==> src/rtl/fft_stage_ctrl.sv <==
// In-place radix-2 DIT FFT sequencer: walks stages/butterflies, feeds an external
// butterfly unit from the sample RAM and twiddle ROM, and writes results back.
module fft_stage_ctrl #(
  parameter int LOG2N  = 8,
  parameter int BF_LAT = 3
) (
  input  logic        clk,
  input  logic        rst_n,
  input  logic        start,
  output logic        busy,
  output logic        done,
  output logic        rd_en,
  output logic [7:0]  rd_addr1,
  output logic [7:0]  rd_addr2,
  input  logic [63:0] rd_data1,
  input  logic [63:0] rd_data2,
  output logic [6:0]  tw_addr,
  input  logic [63:0] tw_data,
  output logic        bf_start,
  output logic [7:0]  bf_idx1,
  output logic [7:0]  bf_idx2,
  output logic [63:0] bf_x1,
  output logic [63:0] bf_x2,
  output logic [63:0] bf_tw,
  input  logic        bf_valid,
  input  logic [7:0]  bf_oidx1,
  input  logic [7:0]  bf_oidx2,
  input  logic [63:0] bf_y1,
  input  logic [63:0] bf_y2,
  output logic        wr_en,
  output logic [7:0]  wr_addr1,
  output logic [7:0]  wr_addr2,
  output logic [63:0] wr_data1,
  output logic [63:0] wr_data2
);

  localparam int HALF_N = 1 << (LOG2N - 1);
  // Outstanding never exceeds min(N/2, pipeline depth); size for whichever is larger.
  localparam int INFL_W = $clog2(BF_LAT + 3);
  localparam int OW     = ((LOG2N > INFL_W) ? LOG2N : INFL_W) + 1;

  typedef enum logic [1:0] {IDLE, ISSUE, DRAIN, FIN} state_t;

  typedef struct packed {
    logic        en;
    logic [7:0]  a1;
    logic [7:0]  a2;
    logic [63:0] d1;
    logic [63:0] d2;
  } wr_req_t;

  state_t        state_q, state_d;
  logic [2:0]    s_q, s_d;
  logic [7:0]    k_q, k_d;
  logic [OW-1:0] out_q;
  logic          bf_start_q;
  logic [7:0]    bf_idx1_q, bf_idx2_q;
  wr_req_t       wr_q;

  logic [7:0] half, pos, base, a1;
  logic [3:0] sh_hi, sh_tw;
  logic [6:0] tw_sh;
  logic       drain_clear;

  // Butterfly k of stage s pairs (a1, a1+2^s) inside group k>>s.
  always_comb begin
    half  = 8'd1 << s_q;
    pos   = k_q & (half - 8'd1);
    sh_hi = {1'b0, s_q} + 4'd1;
    base  = (k_q >> s_q) << sh_hi;
    a1    = base | pos;
    sh_tw = 4'(LOG2N - 1) - {1'b0, s_q};
    tw_sh = 7'(pos) << sh_tw;
  end

  assign rd_en    = (state_q == ISSUE);
  assign rd_addr1 = rd_en ? a1 : '0;
  assign rd_addr2 = rd_en ? (a1 | half) : '0;
  assign tw_addr  = rd_en ? tw_sh : '0;

  assign busy = (state_q == ISSUE) || (state_q == DRAIN);
  assign done = (state_q == FIN);

  // RAM/ROM read data is already registered, so operands are forwarded in the bf_start cycle.
  assign bf_start = bf_start_q;
  assign bf_idx1  = bf_idx1_q;
  assign bf_idx2  = bf_idx2_q;
  assign bf_x1    = bf_start_q ? rd_data1 : '0;
  assign bf_x2    = bf_start_q ? rd_data2 : '0;
  assign bf_tw    = bf_start_q ? tw_data  : '0;

  assign wr_en    = wr_q.en;
  assign wr_addr1 = wr_q.a1;
  assign wr_addr2 = wr_q.a2;
  assign wr_data1 = wr_q.d1;
  assign wr_data2 = wr_q.d2;

  // Nothing may remain in flight before the next stage reads the same RAM locations.
  assign drain_clear = (out_q == '0) && !rd_en && !bf_start_q && !bf_valid && !wr_q.en;

  always_comb begin
    state_d = state_q;
    s_d     = s_q;
    k_d     = k_q;
    unique case (state_q)
      IDLE: if (start) begin
        state_d = ISSUE;
        s_d     = '0;
        k_d     = '0;
      end
      ISSUE: begin
        k_d = k_q + 8'd1;
        if (k_q == 8'(HALF_N - 1)) state_d = DRAIN;
      end
      DRAIN: if (drain_clear) begin
        if (s_q == 3'(LOG2N - 1)) begin
          state_d = FIN;
        end else begin
          state_d = ISSUE;
          s_d     = s_q + 3'd1;
          k_d     = '0;
        end
      end
      FIN: state_d = IDLE;
      default: state_d = IDLE;
    endcase
  end

  always_ff @(posedge clk or negedge rst_n) begin
    if (!rst_n) begin
      state_q <= IDLE;
      s_q     <= '0;
      k_q     <= '0;
    end else begin
      state_q <= state_d;
      s_q     <= s_d;
      k_q     <= k_d;
    end
  end

  always_ff @(posedge clk or negedge rst_n) begin
    if (!rst_n) begin
      bf_start_q <= 1'b0;
      bf_idx1_q  <= '0;
      bf_idx2_q  <= '0;
    end else begin
      bf_start_q <= rd_en;
      bf_idx1_q  <= rd_addr1;
      bf_idx2_q  <= rd_addr2;
    end
  end

  // Results arriving in IDLE belong to an abandoned run and are dropped.
  always_ff @(posedge clk or negedge rst_n) begin
    if (!rst_n) begin
      wr_q <= '0;
    end else begin
      wr_q.en <= bf_valid && (state_q != IDLE);
      if (bf_valid && (state_q != IDLE)) begin
        wr_q.a1 <= bf_oidx1;
        wr_q.a2 <= bf_oidx2;
        wr_q.d1 <= bf_y1;
        wr_q.d2 <= bf_y2;
      end
    end
  end

  always_ff @(posedge clk or negedge rst_n) begin
    if (!rst_n) out_q <= '0;
    else        out_q <= out_q + {{(OW-1){1'b0}}, rd_en} - {{(OW-1){1'b0}}, wr_q.en};
  end

endmodule

==> config.mk <==
export PLATFORM = sky130hd
export DESIGN_NAME = fft_stage_ctrl
export DESIGN_NICKNAME = d
export VERILOG_FILES = /design/src/rtl/fft_stage_ctrl.sv
export SDC_FILE = /design/constraint.sdc
export NUM_CORES = 1
export LEC_CHECK = 0
export CORE_AREA = 2 2 278 280
export DETAILED_ROUTE_END_ITERATION = 7
export DIE_AREA = 0 0 280 282
export REMOVE_ABC_BUFFERS = 1
export SYNTH_ARGS = -nofsm -noshare
export SYNTH_HDL_FRONTEND = slang
export SYNTH_SLANG_ARGS = --single-unit
export TNS_END_PERCENT = 1
==> constraint.sdc <==
create_clock -name clk -period 3.74 [get_ports clk]
set_input_delay 0.748 -clock clk [delete_from_list [all_inputs] [get_ports clk]]
set_output_delay 0.748 -clock clk [all_outputs]
set_load 0.02 [all_outputs]
After elaboration in Yosys (flattened, before gate mapping) --
Index checks and enable logic that the tools add are counted.
Word-level totals: register bits after elaboration 184, input bits 340, output and inout port bits 380, word-level logic and storage cells 72
Operators by class: add/sub/neg operators 7, eq/ne operators 9, shifts and indexed selects 4, multiplexer cells 19, bitwise operators 3, reduce and logical (&&, ||, !) cells 18
Operators with widths (count):
- two-way mux 64 bit | 3
- two-way mux 8 bit | 5
- case mux 8 bit (3 select lines) | 1
- OR 8 bit | 2
- adder 9 x 1 -> 9 bit | 1
- logical NOT 9 bit | 1
- two-way mux 3 bit | 3
- subtractor 9 x 1 -> 9 bit | 1
- adder 8 x 1 -> 8 bit (second input constant) | 1
- bitwise AND 8 bit | 1
- == test 8 x 7 -> 1 bit (second input constant) | 1
- two-way mux 2 bit | 4
- case mux 2 bit (4 select lines) | 1
- AND reduction 4 bit | 2
- << shifter 1 x 3 -> 8 bit (first input constant) | 1
- << shifter 8 x 4 -> 8 bit | 1
- right shift 8 x 3 -> 8 bit | 1
- subtractor 8 x 1 -> 8 bit (second input constant) | 1
- two-way mux 7 bit | 1
- << shifter 7 x 4 -> 7 bit | 1
- inequality test 2 bit (second input constant) | 3
- case mux 3 bit (2 select lines) | 1
- logical AND 1 bit | 5
- adder 3 x 1 -> 4 bit (second input constant) | 1
- other kinds (12) | 17

Depth between registers and ports, before layout --
depth in word-level cells 8, mapped depth 12, depth with buffers taken out 11

Worst setup path before layout --
OpenSTA, ideal clock, no wires.
kind flip-flop to output port, start register s_q[1], end output port tw_addr[3], arrival time 2.807 ns, required time 2.992 ns, slack 0.185 ns, stages on the path, launching flop included 13, path buffers 3, cells stage by stage dfrtp_1 > buf_4 > buf_2 > inv_1 > ha_1 > clkbuf_1 > nand2b_1 > ha_1 > nand4bb_1 > o21ai_1 > and2_1 > a31oi_1 > a211oi_1
Between the ends: cells in the longest elaborated chain, start to end 5, elaborated cells on any way between the ends 6, those cells by class 2 x add/sub; 2 x shift; 1 x mux; 1 x bitwise
RTL lines:
- start: declaration | line 53 | logic [2:0] s_q, s_d;
- start signal: assignment | line 132 | s_q <= '0;
- start signal: assignment | line 136 | s_q <= s_d;
- << shifter 1 x 3 -> 8 bit | line 67 | half = 8'd1 << s_q;
- subtractor 8 x 1 -> 8 bit | line 68 | pos = k_q & (half - 8'd1);
- bitwise AND 8 bit | line 68
- << shifter 7 x 4 -> 7 bit * | line 73 | tw_sh = 7'(pos) << sh_tw;
- two-way mux 7 bit * | line 79 | assign tw_addr = rd_en ? tw_sh : '0;
- end: declaration | line 17 | output logic [6:0] tw_addr,
Every way passes the cells marked *; elsewhere a longest branch is shown, timed or not.

Worst setup path in the final report --
start register s_q[1], end output port rd_addr1[5]
Between the ends: cells in the longest elaborated chain, start to end 5, elaborated cells on any way between the ends 8, those cells by class 2 x add/sub; 3 x shift; 1 x mux; 2 x bitwise
RTL lines:
- << shifter 1 x 3 -> 8 bit | line 67
- subtractor 8 x 1 -> 8 bit | line 68
- bitwise AND 8 bit | line 68
- OR 8 bit * | line 71 | a1 = base | pos;
- two-way mux 8 bit * | line 77 | assign rd_addr1 = rd_en ? a1 : '0;
- end: declaration | line 13 | output logic [7:0] rd_addr1,
Marks and branches as above.

==> summary.md <==
| Metric | Value |
|---|---|
| Ys flop type | `dfrtp_1` |
| GP Congestion | `1.01` |
| Clock slew seen by the registers of the worst setup and hold paths | `0.10 ns` |
| P_sw | `6.62 mW` |
| Setup tns final | `-0.00934 ns` |
| Power Total | `between 10 and 15 mW` |
| Worst EP required | `~3 ns` |
| Vias in the first global route | `9828` |
| Sequential Power Share | `0.233` |
| Worst setup SP type | `flip-flop` |
| Filler cells | `7978` |
| Comb pwr share | `0.631` |
| Hold/Removal Path Class | `primary input to asynchronous set/reset pin` |
| Starting Density | `0.128` |
| Ys async rst share | `1.00` |
| WL per Instance | `26.7 um` |
| Hold buffers post-CTS | `0` |
| Synth cell types | `60` |
| Die X | `280 um` |
| Via count | `about 9800` |
| IO buf count | `719` |
| I/O pin count | `720` |
| Root Buffer | `clkbuf_16` |
| Num CTS Buffers | `17` |
| Cells after Synth | `874` |
| Worst R2R Path Depth | `8` |
| Area of the mapped netlist | `9690 um^2` |
| Failing checks | `setup timing` |
| Final hold vios | `0` |
| Met3 routed WL | `around 4000 um` |
| Crit Path Category | `flip-flop to output port` |
| Post-synth top area share | `0.475` |
| Synth Register Bits | `184` |
| WL final | `~70000 um` |
| Met2 routed WL | `33500 um` |
| First-pass DRT Iterations | `5` |
| Max incr delay on CP | `0.66 ns` |
| Placed Instances | `2557` |
| Antenna Violating Nets Remaining | `0` |
| DRC viols | `0` |
| H-tree depth | `4` |
| Final setup viols | `1` |
| Initial antenna violation count | `27` |
| Worst ir drop on vdd | `0.315 mV` |
| Yosys warns | `0` |
| Pint | `8.35 mW` |
| Setup slack after layout | `-0.00934 ns` |
| Skew-Pair Late Insertion Delay | `0.48 ns` |
| Internal reg-to-reg setup slack | `about 0.91 ns` |
| Outcome | `finished with violations` |
| Top cells by area, synth | `dfrtp_1 48%, mux2_2 17%, and2_1 13%` |
| Die H | `282 um` |
| Largest net degree at the start of global routing | `82` |
| Worst path slowest cell | `clkdlybuf4s50_1` |
| Worst setup startpoint | `s_q[1]` |
| Period minus WS final | `between 3 and 4 ns` |
| P&R area growth vs syn | `96.6%` |
| Final Max Slew Viols | `0` |
| Nets@finish | `1964` |
| Period utilization | `1.00` |
| Post-layout instance area | `19000 um^2` |
| Sequential fraction of the synthesis area | `0.475` |
| RSZ-0062 raised after global routing | `true` |
| Sw frac | `0.442` |
| Longest Clk Path Bufs | `2` |
| First-pass GRT wire length | `just over 90000 um` |
| CP max FO | `29` |
| Hpwl dp | `60200 um` |
| CP top delay family | `buffers and inverters` |
| CP Buf/Inv Count | `2` |
| Sink Count | `~180` |
| Reg-to-reg endpoint | `k_q[3]` |
| Cell Pwr Density | `786 nW/um^2` |
| Die area | `79000 um^2` |
| Worst-margin pin slew | `0.718 ns` |
| TritonCTS clock tree | `yes` |
| Leakage power | `7.57 nW` |
| Arr. time, crit path | `around 3.0 ns` |
| Max Cap Viol | `0` |
| Area after DPL | `18400 um^2` |
| Layout cells sized above 1 | `0.169` |
| GRT Overall Usage | `0.171` |
| Avg Inst Size Synth | `around 11 um^2` |
| CP Capture Type | `output port` |
| Core Region | `roughly 76000 um^2` |
| Clock share of power | `0.136` |
| Slew HR | `0.521` |
| Post-detailed-route via-to-cell ratio | `roughly 3.8` |
| Crit-path cells | `buf_6 > nand2b_1 > mux4_2 > nor3_1 > a21oi_1 > o22ai_1 > clkdlybuf4s50_1` |
| Top layer in use | `met5` |
| Post-synth EDFFs | `0` |
| # rows | `101` |
| Area leader, netlist | `dfrtp_1` |
| Worst reg2reg path startpoint | `state_q[1]` |
| Skew final | `0.0179 ns` |
| Max Fclk | `0.267 GHz` |
| DRT met1 WL | `30800 um` |
| GRT overflow | `0` |
| Starting DRT DRC Count | `400` |
| Finished Layout Cells | `2593` |
per-layer routing:
layer,track usage,vias up
met5,0,-
met4,0.0295,4
met3,0.0346,53
met2,0.291,462
met1,0.226,4805
li1,-,4439
per-stage QoR:
step	hold slack, ns	setup slack (ns)	util
6_report	0.293	-0.00934	0.252
5_1_grt	0.320	-0.131	0.251
4_1_cts	0.272	-0.215	0.251
3_5_place_dp	0.494	-0.0377	0.242
3_3_place_gp	0.489	0.0409	0.242
2_1_floorplan	0.452	-4.26	-
registers in the layout (all words and copies together) (netlist names):
register,cells
bf_idx1,8
bf_idx2,8
bf_start,1
k_q,8
out_q,9
s_q,3
state_q,2
wr_addr1,8
wr_addr2,8
wr_data1,64
wr_data2,64
wr_en,1
cells in the mapped netlist (3+ instances only):
library cell / instances
o21ai_1: 12
a31oi_1: 8
clkbuf_1: 53
o22ai_1: 3
xnor2_1: 6
buf_2: 11
nor2b_1: 11
mux2_2: 150
o21ai_0: 13
and2_1: 194
o2bb2ai_1: 3
o31ai_1: 5
a21oi_1: 18
nand2b_1: 9
nor3_1: 5
dfrtp_1: 184
mux4_2: 3
and3_1: 5
xor2_1: 5
nor2_1: 26
o31ai_2: 4
mux2i_1: 11
ha_1: 24
inv_1: 19
a211o_1: 3
a211oi_1: 3
o221ai_1: 3
nand2_1: 25
nand3_1: 21
cell families (layout without fill, tap and decap cells):
family	Yosys count	count (layout)	share of synthesized area
AO/OA/AOI/OAI	93	93	0.0647
other	0	3	0
adder cells (fa/ha/maj)	25	25	0.0331
multiplexers	164	164	0.193
XOR/XNOR	11	11	0.00994
AND/OR/NAND/NOR	310	310	0.188
buffers and inverters	87	825	0.0363
flip-flops	184	184	0.475
timing repair:
action | CTS | global route
endpoints found under the hold margin | 0 | 0
endpoints found under the setup margin | 16 | 13
resized for setup | 22 | 23
setup buffers | 0 | 1
pin swaps | 0 | 2
cell type report:
class                   instances  area, um^2  share of cell area
diodes                          3        7.51            0.000394
clock buffers                  17         425              0.0223
multi-input cells             603        4780               0.251
well taps                     978        1220              0.0643
flip-flops and latches        184        4610               0.242
clock inverters                15         225              0.0118
repair buffers                772        7690               0.404
inverters                      21        78.8             0.00414
power groups by stage:
stage / Clock, mW / Combinational [mW] / Sequential [mW]
after detailed placement: 0 / 9.53 / 3.55
after global placement: 0 / 9.50 / 3.49
after global routing: 2.21 / 9.98 / 3.62
final: 2.04 / 9.45 / 3.49
after floorplan: 0 / 3.42 / 4.63
after CTS: 2.14 / 9.57 / 3.51
cells in the final DEF (no fill, tap or decap), drive strengths merged, types with 3 or more instances in the layout:
master,count
xnor2,6
diode,3
dlygate4sd2,4
or2,3
xor2,5
mux4,3
nand3,21
nor2,26
o221ai,3
nand2,25
buf,61
nor3,5
o31ai,9
a211oi,3
mux2,150
a31oi,8
o21ai,25
and2,194
inv,28
dfrtp,184
mux2i,11
clkinv,8
clkbuf,21
o2bb2ai,3
dlymetal6s2s,4
a21oi,18
and3,5
clkdlybuf4s50,697
ha,24
o22ai,3
a211o,3
nor2b,11
nand2b,9
worst max-delay path by stage:
stage / to / slack, ns / depth (start not counted)
global placement: tw_addr[5] / 0.04 / 10
floorplan: wr_addr1[0] / -4.26 / 4
finish: rd_addr1[5] / -0.009 / 7
detailed placement: tw_addr[5] / -0.04 / 10
CTS: tw_addr[5] / -0.21 / 10
global route: rd_addr1[5] / -0.13 / 6
No activity file was read; power rests on OpenSTA's default activity.
